**config.mk**
```make
export PLATFORM = sky130hd
export DESIGN_NAME = pipe_skid_reg
export DESIGN_NICKNAME = d
export VERILOG_FILES = /design/src/rtl/pipe_skid_reg_pkg.sv /design/src/rtl/pipe_skid_reg.sv
export SDC_FILE = /design/constraint.sdc
export NUM_CORES = 1
export LEC_CHECK = 0
export ABC_CLOCK_PERIOD_IN_PS = 6100
export CORE_MARGIN = 1.5
export CORE_UTILIZATION = 28
export CTS_CLUSTER_SIZE = 28
export DETAILED_ROUTE_END_ITERATION = 16
export SLEW_MARGIN = 20
export SYNTH_ARGS = -nofsm -noshare
export SYNTH_HDL_FRONTEND = slang
export SYNTH_SLANG_ARGS = --single-unit
```
**constraint.sdc**
```tcl
create_clock -name clk -period 6.1 [get_ports clk]
set_input_delay 0.915 -clock clk [delete_from_list [all_inputs] [get_ports clk]]
set_output_delay 0.915 -clock clk [all_outputs]
set_load 0.01 [all_outputs]
```
**src/rtl/pipe_skid_reg_pkg.sv**
```systemverilog
// Shared constants for the IF->ID skid buffer: ready levels, zero fill, depth limit.
package pipe_skid_reg_pkg;

  localparam logic AVAIL     = 1'b1;
  localparam logic UNAVAIL   = 1'b0;
  localparam logic ZERO_BIT  = 1'b0;
  localparam int   MAX_DEPTH = 4;

endpackage

```
**src/rtl/pipe_skid_reg.sv**
```systemverilog
// IF->ID pipeline buffer: small circular FIFO with registered in_ready,
// bubble (all-zero) output when empty, and flush that wins over push/pop.
module pipe_skid_reg
  import pipe_skid_reg_pkg::*;
#(
  parameter int ADDR_W = 32,
  parameter int INST_W = 32,
  parameter int DEPTH  = 2,
  parameter int CNT_W  = 2
) (
  input  logic              clk,
  input  logic              rst,
  input  logic              flush,
  input  logic              in_valid,
  output logic              in_ready,
  input  logic [ADDR_W-1:0] in_addr,
  input  logic [INST_W-1:0] in_inst,
  output logic              out_valid,
  input  logic              out_ready,
  output logic [ADDR_W-1:0] out_addr,
  output logic [INST_W-1:0] out_inst,
  output logic [CNT_W-1:0]  count
);

  localparam int               PTR_W    = (DEPTH > 1) ? $clog2(DEPTH) : 1;
  localparam logic [PTR_W-1:0] LAST_PTR = PTR_W'(DEPTH - 1);
  localparam logic [CNT_W-1:0] FULL_CNT = CNT_W'(DEPTH);

  logic [ADDR_W-1:0] addr_mem [DEPTH];
  logic [INST_W-1:0] inst_mem [DEPTH];

  logic [PTR_W-1:0] rd_ptr_q, rd_ptr_d;
  logic [PTR_W-1:0] wr_ptr_q, wr_ptr_d;
  logic [CNT_W-1:0] count_q, count_d;
  logic             in_ready_q, in_ready_d;
  logic             push, pop;

  // Explicit wrap so non-power-of-two depths cycle through 0..DEPTH-1 only.
  function automatic logic [PTR_W-1:0] ptr_inc(input logic [PTR_W-1:0] p);
    return (p == LAST_PTR) ? '0 : p + PTR_W'(1);
  endfunction

  assign out_valid = (count_q != '0);
  assign push      = in_valid & in_ready_q & ~flush;
  assign pop       = out_valid & out_ready & ~flush;

  always_comb begin
    rd_ptr_d   = rd_ptr_q;
    wr_ptr_d   = wr_ptr_q;
    count_d    = count_q;
    in_ready_d = in_ready_q;
    if (flush) begin
      rd_ptr_d   = '0;
      wr_ptr_d   = '0;
      count_d    = '0;
      in_ready_d = AVAIL;
    end else begin
      if (push) wr_ptr_d = ptr_inc(wr_ptr_q);
      if (pop)  rd_ptr_d = ptr_inc(rd_ptr_q);
      case ({push, pop})
        2'b10:   count_d = count_q + CNT_W'(1);
        2'b01:   count_d = count_q - CNT_W'(1);
        default: count_d = count_q;
      endcase
      // ready is decided from next-cycle occupancy, so a full buffer never
      // accepts in the same cycle it drains.
      in_ready_d = (count_d < FULL_CNT) ? AVAIL : UNAVAIL;
    end
  end

  always_ff @(posedge clk or posedge rst) begin
    if (rst) begin
      rd_ptr_q   <= '0;
      wr_ptr_q   <= '0;
      count_q    <= '0;
      in_ready_q <= UNAVAIL;
    end else begin
      rd_ptr_q   <= rd_ptr_d;
      wr_ptr_q   <= wr_ptr_d;
      count_q    <= count_d;
      in_ready_q <= in_ready_d;
    end
  end

  always_ff @(posedge clk) begin
    if (push) begin
      addr_mem[wr_ptr_q] <= in_addr;
      inst_mem[wr_ptr_q] <= in_inst;
    end
  end

  // Stale storage is never exposed: the head is masked by out_valid.
  assign out_addr = out_valid ? addr_mem[rd_ptr_q] : {ADDR_W{ZERO_BIT}};
  assign out_inst = out_valid ? inst_mem[rd_ptr_q] : {INST_W{ZERO_BIT}};
  assign in_ready = in_ready_q;
  assign count    = count_q;

endmodule

```
==> key figures, run 1 <==
Placed design
  • Placement Setup Slack: 3.020 ns
  • Cell Area, Placed: just under 7000 um2
  • Gp weighted congestion: 0.7133
  • # port buffers: around 140
  • Placed cell count: between 600 and 700
  • HPWL after DPL: ~6.4 mm

Yosys
  • Post-synthesis compound-gate area fraction: 0.001956
  • Main combinational cell family by area after synthesis: multiplexers
  • Adder-Cell Fraction of Synth Area: 0.004890
  • Dominant cells by area after synthesis: edfxtp_1 75%, mux2i_1 13%, nor2_1 5.2%, dfrtp_1 2.4%, buf_6 1.1%
  • Register area share after synthesis: 0.7756
  • Biggest area consumer among synthesized cells: edfxtp_1
  • Post-synth cell types: 21
  • Flops & latches, synth: ~130
  • Mean area per synthesized cell: roughly 17 um2
  • Mux cell area share after synthesis: 0.1293
  • Cell count after synthesis: slightly above 300
  • Syn Std Cell Area: a little over 5000 um2
  • Syn. warnings: 0
  • XOR/XNOR Fraction of Synth Area: 0.005134
  • Post-synth top area share: 0.7511
  • Synth Area in Simple Gates: 0.05941
  • Syn_nets: 374

Critical path
  • Critical Path Sink Type: output pin
  • R2R Setup Slk: 4.19 ns
  • Setup CP Type: flop to output pin
  • CP max FO: 35
  • Crit start category: flop
  • CP required: roughly 5.2 ns
  • Critical Path AT: between 2 and 3 ns

CTS
  • CTS Hold Bufs: 0
  • Clock root buffer: clkbuf_16
  • CTS tree: yes
  • Clk slew on worst S/H paths: roughly 0.06 ns
  • Post-cts repair resize count: 0
  • CTS buffer count: 17
  • Deepest level of the CTS H-tree: 4
  • Clock latency at the later pin of the worst-skew pair: between 0.4 and 0.5 ns
  • Post-CTS Setup Repair Bufs: 0
  • Clock sinks: between 100 and 150
  • CTS max path bufs: 2

STA
  • Tmin final: 3.433 ns
  • Relative slew slack: 0.3720
  • Hold WS: approximately 0.60 ns
  • Final hold viol count: 0
  • Final TNS setup: 0 ns
  • Final WS setup: 2.667 ns
  • Final slew viol count: 0
  • Final setup violating endpoints: 0
  • Fmax: between 0.2 and 0.3 GHz
  • Worst-Margin Slew: roughly 0.94 ns
  • Tcrit/Tclk final: 0.5627
  • Clock Skews: roughly 0.0067 ns
  • RSZ-0062 raised after global routing: no

Power and ir drop
  • PwrDens: roughly 300 nW/um2
  • Leakage: about 2.3 nW
  • Peak supply drop: between 150 and 200 uV
  • Total power after layout: 2.156 mW

Routing
  • DR pass1 iterations: 4
  • DR WL/cell: approximately 15 um
  • Drt drc: 0
  • Drt via density: about 4.3
  • Antenna Nets Post-Route: 0
  • Vias: between 2000 and 3000
  • Initial DRC count: between 80 and 90
  • Total wire length: about 10 mm

Finish
  • Fin util: 0.4048
  • Fin area: 7271 um2
  • Share of post-route cells with drive strength above 1: 0.07407
  • Most frequent cells in the layout: 136 x clkdlybuf4s50_1, 128 x edfxtp_1, 70 x nor2_1, 65 x mux2i_1, 17 x clkbuf_16
  • Ant diodes: 0
  • Post-layout nets: slightly above 500
  • Fillers: about 1700
  • Most common cell after layout, fill and taps aside: clkdlybuf4s50_1
  • Non-filler cells, final: roughly 700
  • P&R area growth vs syn: 42.08%

Global route
  • Largest net degree at the start of global routing: 66
  • Grt total ovfl: 0
  • Vias in the first global route: about 3100
  • First-pass GRT wire length: approximately 17 mm
  • GRT Overall Usage: 0.1140
  • Initial antenna violation count: 0

Floorplan
  • Die ar.: approximately 19000 um2
  • # IOs: 137
  • Width of the die: roughly 140 um
  • Row cnt: 49
  • Initial Utilization: 0.2849
  • Core area: 17960 um2
  • Die height: around 140 um

Hold path
  • Hold crit path type: flop to flop

Flow run
  • Max-Cap Viols: 0

Status
  • Outcome: finished clean
cells in the mapped netlist:
cell type  number
clkbuf_1        2
o21ai_0         1
xor2_1          2
mux2i_1        65
xnor2_1         1
buf_4           1
inv_1           4
buf_2           7
nor2b_1         1
mux2_2          1
edfxtp_1      128
buf_6           5
nand2_1         2
nor2_1         71
a21oi_1         1
ha_1            2
and2_1          1
dfrtp_1         5
nor3_1          1
nor2_2          1
or3_1           1
power breakdown:
group	internal [mW]	switching (mW)
Sequential	1.04	0.0123
Combinational	0.0828	0.0702
Clock	0.595	0.353
Total	1.72	0.435
cell type report:
class | instances | area [um2] | share of cell area
clock buffer | 21 | 440.4 | 0.06057
clock inverter | 11 | 110.1 | 0.01514
inverter | 4 | 15.01 | 0.002065
multi-input combinational | 151 | 1042 | 0.1433
sequential | 133 | 3973 | 0.5464
tap | 229 | 286.5 | 0.03941
timing repair buffer | 139 | 1404 | 0.1931
layer usage:
| layer | track usage | part of all wire |
|---|---|---|
| met5 | 0 | 0 |
| met4 | 0.04931 | 0.013 |
| met3 | 0.04122 | 0.051 |
| met2 | 0.1932 | 0.52 |
| met1 | 0.1297 | 0.42 |
state kept, by name, indices dropped and copies added, names as in the netlist:
name,flops
addr_mem,64
in_ready,1
inst_mem,64
rd_ptr_q,1
count,2
wr_ptr_q,1
worst paths after layout:
check	from	endpoint	cells after the start
setup / recovery	rd_ptr_q	out_addr[0]	4
hold / removal	wr_ptr_q	wr_ptr_q	2
setup reg to reg	count[0]	count[1]	6
hold reg to reg	wr_ptr_q	wr_ptr_q	2
max in group asynchronous	rst	rd_ptr_q	2
min in group asynchronous	rst	in_ready	2
worst max-delay path: stages, from the launching register on:
cell and delay [ns]:
dfrtp_4 0.81, buf_16 0.32, mux2i_1 0.11, nor2_1 0.25, clkdlybuf4s50_1 0.60
cells by family (layout without fill, tap and decap cells):
group,Yosys count,after routing
mux,66,66
simple gates,78,78
buf+inv,19,175
compound gates,2,2
xor+xnor,3,3
fa+ha+maj,2,2
flops,133,133
Note: power is estimated with default switching activity, not from simulation.
==> run 2, diff against run 1 <==
--- a/config.mk
+++ b/config.mk
@@ -5,7 +5,7 @@
 export SDC_FILE = /design/constraint.sdc
 export NUM_CORES = 1
 export LEC_CHECK = 0
-export ABC_CLOCK_PERIOD_IN_PS = 6100
+export ABC_CLOCK_PERIOD_IN_PS = 3600
 export CORE_MARGIN = 1.5
 export CORE_UTILIZATION = 28
 export CTS_CLUSTER_SIZE = 28
==> constraint.sdc (replaced) <==
create_clock -name clk -period 3.6 [get_ports clk]
set_input_delay 0.54 -clock clk [delete_from_list [all_inputs] [get_ports clk]]
set_output_delay 0.54 -clock clk [all_outputs]
set_load 0.01 [all_outputs]
==> run 2 against run 1 <==
  * Final area rose by 0.72%
  * Critical path depth unchanged
  * Final cell count is 0.29% higher
  * Die area stayed put
  * Register-to-register slack worse by 2.5 ns
  * Clock power grew 81%
  * Sequential share of layout area fell by 0.39 points
  * First-iteration DRC count up 15%
  * Utilization grew 0.29 points
  * Hold slack lost 0.27 ns
  * Largest cell class unchanged
  * Highest routed layer unchanged
==> key figures, run 2 (synthesis results as in run 1) <==
Power and ir drop
  • NetSw: just under 0.8 mW
  • Pint: roughly 3 mW
  • PwrDens: a little over 500 nW/um2
  • Total power after layout: between 3 and 4 mW
  • Comb pwr share: 0.070
  • Sw frac: 0.2049
  • Part of the power in registers: 0.475
  • Leakage: approximately 2.3 nW
  • Peak supply drop: 292.4 uV
  • Power share of the clock group: 0.455

CTS
  • Deepest level of the CTS H-tree: 4
  • Clock latency at the later pin of the worst-skew pair: 0.41 ns
  • Clock sinks: approximately 130
  • CTS max path bufs: 2
  • CTS Hold Bufs: 0
  • CTS buffer count: 17
  • CTS tree: yes
  • Clock root buffer: clkbuf_16
  • Post-cts repair resize count: 0
  • Post-CTS Setup Repair Bufs: 0
  • Clk slew on worst S/H paths: about 0.06 ns

Floorplan
  • # IOs: between 100 and 150
  • Die ar.: ~19000 um2
  • Width of the die: 138.2 um
  • Initial Utilization: 0.2849
  • Core area: between 15000 and 20000 um2
  • Row cnt: slightly below 50
  • Die height: about 140 um

Routing
  • Drt via density: 4.201
  • Vias: roughly 2900
  • Initial DRC count: 100
  • Total wire length: 10.27 mm
  • DR pass1 iterations: 4
  • Antenna Nets Post-Route: 0
  • Drt drc: 0
  • DR WL/cell: approximately 15 um

Critical path
  • Critical Path AT: 2.47 ns
  • CP Cell Sequence: nor2_4, buf_4, nor2_1, clkdlybuf4s50_1
  • CP required: 3.06 ns
  • Crit start category: flop
  • CP Launch Point: count[0]
  • Slowest CP cell: nor2_4
  • Setup CP Type: flop to output pin
  • R2R Setup Slk: roughly 1.7 ns
  • CP max FO: 26
  • RR Startpoint: count[0]
  • Critical Path Sink Type: output pin
  • Worst Setup EP: out_addr[9]
  • Worst path max stage delay: about 0.56 ns
  • Reg2Reg Depth: 6
  • Worst reg2reg endpoint: count[1]

Finish
  • Most frequent cells in the layout: 136 x clkdlybuf4s50_1, 128 x edfxtp_1, 70 x nor2_1, 65 x mux2i_1, 17 x clkbuf_16
  • Most common cell after layout, fill and taps aside: clkdlybuf4s50_1
  • P&R area growth vs syn: 43.11%
  • Ant diodes: 0
  • Fillers: roughly 1600
  • Non-filler cells, final: 690
  • Register area: roughly 4000 um2
  • Share of post-route cells with drive strength above 1: 0.08677
  • Multi-input gate area: 1049 um2
  • Fin util: 0.4077
  • Post-layout nets: between 500 and 600

STA
  • Hold WS: 0.3328 ns
  • Final setup violating endpoints: 0
  • Worst-Margin Slew: 0.9276 ns
  • Relative slew slack: 0.3816
  • Tcrit/Tclk final: 0.8348
  • Clock Skews: 0.008639 ns
  • Final slew viol count: 0
  • Final hold viol count: 0
  • Fmax: approximately 0.33 GHz
  • Tmin final: approximately 3.0 ns
  • RSZ-0062 raised after global routing: no
  • Final TNS setup: 0 ns

Global route
  • Initial antenna violation count: 0
  • First-pass GRT wire length: about 16 mm
  • Vias in the first global route: 3031
  • GRT Overall Usage: 0.1129
  • Grt total ovfl: 0
  • Largest net degree at the start of global routing: 65

Hold path
  • Hold crit path type: input pin to asynchronous set/reset pin

Status
  • Outcome: finished clean

Placed design
  • HPWL after DPL: roughly 6.3 mm
  • Gp weighted congestion: around 0.73
  • # port buffers: about 140
  • Placed cell count: between 600 and 700

Flow run
  • Max-Cap Viols: 0
## run 2: stage by stage
| step | instance area, um2 | worst slack, ns |
|---|---|---|
| 2_1_floorplan | 5129 | 0.7245 |
| 3_3_place_gp | 6734 | 1.026 |
| 3_5_place_dp | 6734 | 0.9917 |
| 4_1_cts | 7323 | 0.5396 |
| 5_1_grt | 7323 | 0.4133 |
| 6_report | 7323 | 0.5948 |
## run 2: worst max-delay path: cells and delay by family, from the launching register on
family	cells	cell delay (ns)
buffers and inverters	2	0.90
AND/OR/NAND/NOR	2	0.67
flip-flops	1	0.46
## run 2: power groups by stage
stage | Clock, mW | Combinational [mW] | Sequential, mW
detailed placement | 0 | 0.268 | 1.82
floorplan | 0 | 0.112 | 1.81
finish | 1.71 | 0.264 | 1.79
global route | 1.82 | 0.287 | 1.79
CTS | 1.76 | 0.270 | 1.79
global placement | 0 | 0.265 | 1.82
## run 2: layout make-up
type,count,area share
flip-flops and latches,133,0.5425
repair buffers,141,0.1927
multi-input cells,151,0.1432
clock buffers,18,0.05860
well taps,229,0.03913
clock inverters,14,0.02187
inverters,4,0.002050
## run 2: how the worst min path moves through the flow
stage                  start       end  slack [ns]  cells past startpoint
floorplan                rst  count[0]        0.32                      1
global placement    wr_ptr_q  wr_ptr_q        0.61                      2
detailed placement  wr_ptr_q  wr_ptr_q        0.64                      2
CTS                      rst  wr_ptr_q        0.32                      2
global route             rst  rd_ptr_q        0.34                      2
finish                   rst  in_ready        0.33                      2
## run 2: routing by layer
| layer | track usage | vias up | share of wire |
|---|---|---|---|
| li1 | - | 1402 | - |
| met1 | 0.1358 | 1394 | 0.44 |
| met2 | 0.1830 | 89 | 0.49 |
| met3 | 0.03845 | 14 | 0.048 |
| met4 | 0.05263 | 0 | 0.018 |
| met5 | 0 | - | 0 |
==> run 3, diff against run 2 <==
--- a/config.mk
+++ b/config.mk
@@ -5,7 +5,7 @@
 export SDC_FILE = /design/constraint.sdc
 export NUM_CORES = 1
 export LEC_CHECK = 0
-export ABC_CLOCK_PERIOD_IN_PS = 3600
+export ABC_CLOCK_PERIOD_IN_PS = 2950
 export CORE_MARGIN = 1.5
 export CORE_UTILIZATION = 28
 export CTS_CLUSTER_SIZE = 28
==> constraint.sdc (replaced) <==
create_clock -name clk -period 2.95 [get_ports clk]
set_input_delay 0.4425 -clock clk [delete_from_list [all_inputs] [get_ports clk]]
set_output_delay 0.4425 -clock clk [all_outputs]
set_load 0.01 [all_outputs]
==> run 3 against run 2 <==
  * Global-route usage fell by 0.28 points
  * Critical path type unchanged
  * Non-clock buffer count is the same
  * Final area up 0.51%
  * Hold slack lost 0.097 ns
  * Flip-flop and latch count did not move
  * Worst setup slack got worse by 0.26 ns
  * Die area unchanged
  * Highest routed layer unchanged
  * Final cell count stayed put
  * Routed wire length decreased by 1.1%
  * Register-to-register slack got worse by 0.62 ns
  * Sequential share of layout area is 0.28 points lower
  * First-iteration DRC count is 11% higher
==> key figures, run 3 (synthesis results as in run 1) <==
Floorplan
  • Die ar.: between 15000 and 20000 um2
  • Core area: between 15000 and 20000 um2
  • Width of the die: between 100 and 150 um
  • Row cnt: 49
  • Initial Utilization: 0.2849
  • Die height: 138.2 um
  • # IOs: between 100 and 150

STA
  • Tcrit/Tclk final: 0.8861
  • Final TNS setup: 0 ns
  • Final setup violating endpoints: 0
  • Tmin final: ~2.6 ns
  • Fmax: between 0.3 and 0.4 GHz
  • Worst-Margin Slew: around 0.56 ns
  • Relative slew slack: 0.6247
  • Final slew viol count: 0
  • Hold WS: between 0.2 and 0.25 ns
  • RSZ-0062 raised after global routing: no
  • Final hold viol count: 0
  • Clock Skews: 0.005530 ns

Flow run
  • Max-Cap Viols: 0

Critical path
  • CP Launch Point: rd_ptr_q
  • Crit start category: flop
  • Setup CP Type: flop to output pin
  • Critical Path Sink Type: output pin
  • R2R Setup Slk: between 1 and 1.5 ns
  • Critical Path AT: approximately 2.2 ns
  • CP max FO: 65
  • RR Startpoint: count[0]
  • Worst Setup EP: out_inst[26]
  • Worst reg2reg endpoint: count[1]
  • Reg2Reg Depth: 6
  • CP required: around 2.5 ns

CTS
  • CTS max path bufs: 2
  • Deepest level of the CTS H-tree: 4
  • Post-CTS Setup Repair Bufs: 0
  • CTS Hold Bufs: 0
  • Clock sinks: between 100 and 150
  • Clk slew on worst S/H paths: around 0.06 ns
  • Clock latency at the later pin of the worst-skew pair: just over 0.4 ns
  • Clock root buffer: clkbuf_16
  • CTS tree: yes
  • CTS buffer count: 17
  • Post-cts repair resize count: 0

Power and ir drop
  • Comb pwr share: 0.072
  • NetSw: 0.9426 mW
  • Leakage: 2.368 nW
  • Part of the power in registers: 0.473
  • Power share of the clock group: 0.454
  • Pint: between 3 and 4 mW
  • Sw frac: 0.2052
  • PwrDens: about 620 nW/um2
  • Peak supply drop: around 360 uV

Finish
  • Non-filler cells, final: 690
  • Ant diodes: 0
  • Most common cell after layout, fill and taps aside: clkdlybuf4s50_1
  • Post-layout nets: 519
  • P&R area growth vs syn: 43.84%
  • Most frequent cells in the layout: 136 x clkdlybuf4s50_1, 128 x edfxtp_1, 70 x nor2_1, 65 x mux2i_1, 17 x clkbuf_16
  • Fin util: 0.4098
  • Fillers: 1630
  • Share of post-route cells with drive strength above 1: 0.08894

Routing
  • Drt via density: between 4 and 5
  • DR pass1 iterations: 7
  • Total wire length: 10.17 mm
  • Drt drc: 0
  • Antenna Nets Post-Route: 0
  • Initial DRC count: between 100 and 150
  • DR WL/cell: ~15 um
  • Vias: ~2900

Global route
  • Largest net degree at the start of global routing: between 60 and 70
  • Grt total ovfl: 0
  • First-pass GRT wire length: about 16 mm
  • Vias in the first global route: about 3100
  • GRT Overall Usage: 0.1101
  • Initial antenna violation count: 0

Placed design
  • # port buffers: between 100 and 150
  • Placed cell count: approximately 660
  • Gp weighted congestion: about 0.7
  • HPWL after DPL: ~6 mm

Hold path
  • Hold crit path type: input pin to asynchronous set/reset pin

Status
  • Outcome: finished clean
==> run 3: cell count changes in the layout (fill, tap and decap cells not counted) <==
cell	change
buf_12	+3
buf_4	-3
clkbuf_1	-1
clkinv_2	+2
clkinv_4	+2
clkinvlp_4	-2
inv_6	-1
==> run 3: cell type report <==
class / count / area [um2] / area share
Clock buffer: 17 / 425.4 / 0.05779
Inverter: 4 / 15.01 / 0.002040
Tap cell: 229 / 286.5 / 0.03893
Clock inverter: 15 / 163.9 / 0.02227
Timing Repair Buffer: 141 / 1449 / 0.1968
Sequential cell: 133 / 3973 / 0.5397
Multi-Input combinational cell: 151 / 1049 / 0.1424
==> run 3: power groups by stage <==
stage / clock network, mW / registers [mW] / logic [mW]
2_1_floorplan: 0 / 2.21 / 0.136
3_3_place_gp: 0 / 2.21 / 0.333
3_5_place_dp: 0 / 2.21 / 0.338
4_1_cts: 2.15 / 2.18 / 0.340
5_1_grt: 2.22 / 2.18 / 0.361
6_report: 2.09 / 2.17 / 0.332
==> run 3: critical path, cell delays in order, from the launching register on <==
cell and delay, ns:
dfrtp_4 0.41, buf_12 0.32, mux2i_1 0.15, nor2_1 0.16, clkdlybuf4s50_1 0.56
==> run 3: worst min path at each step <==
| stage | end | slack (ns) | depth (start not counted) |
|---|---|---|---|
| 2_1_floorplan | count[0] | 0.22 | 1 |
| 3_3_place_gp | wr_ptr_q | 0.61 | 2 |
| 3_5_place_dp | wr_ptr_q | 0.64 | 2 |
| 4_1_cts | in_ready | 0.22 | 2 |
| 5_1_grt | in_ready | 0.24 | 2 |
| 6_report | in_ready | 0.24 | 2 |
==> run 3: stage by stage <==
| step | setup WS [ns] | area [um2] | total power, mW |
|---|---|---|---|
| 6_report | 0.3359 | 7361 | 4.594 |
| 5_1_grt | 0.2791 | 7361 | 4.761 |
| 4_1_cts | 0.3536 | 7361 | 4.661 |
| 3_5_place_dp | 0.6469 | 6771 | 2.552 |
| 3_3_place_gp | 0.6890 | 6771 | 2.545 |
| 2_1_floorplan | 0.1720 | 5129 | 2.350 |
==> run 3: metal layers <==
layer,part of all wire,vias up,track usage
met5,0,-,0
met4,0.013,0,0.04820
met3,0.055,10,0.03949
met2,0.50,92,0.1836
met1,0.43,1442,0.1279
li1,-,1403,-
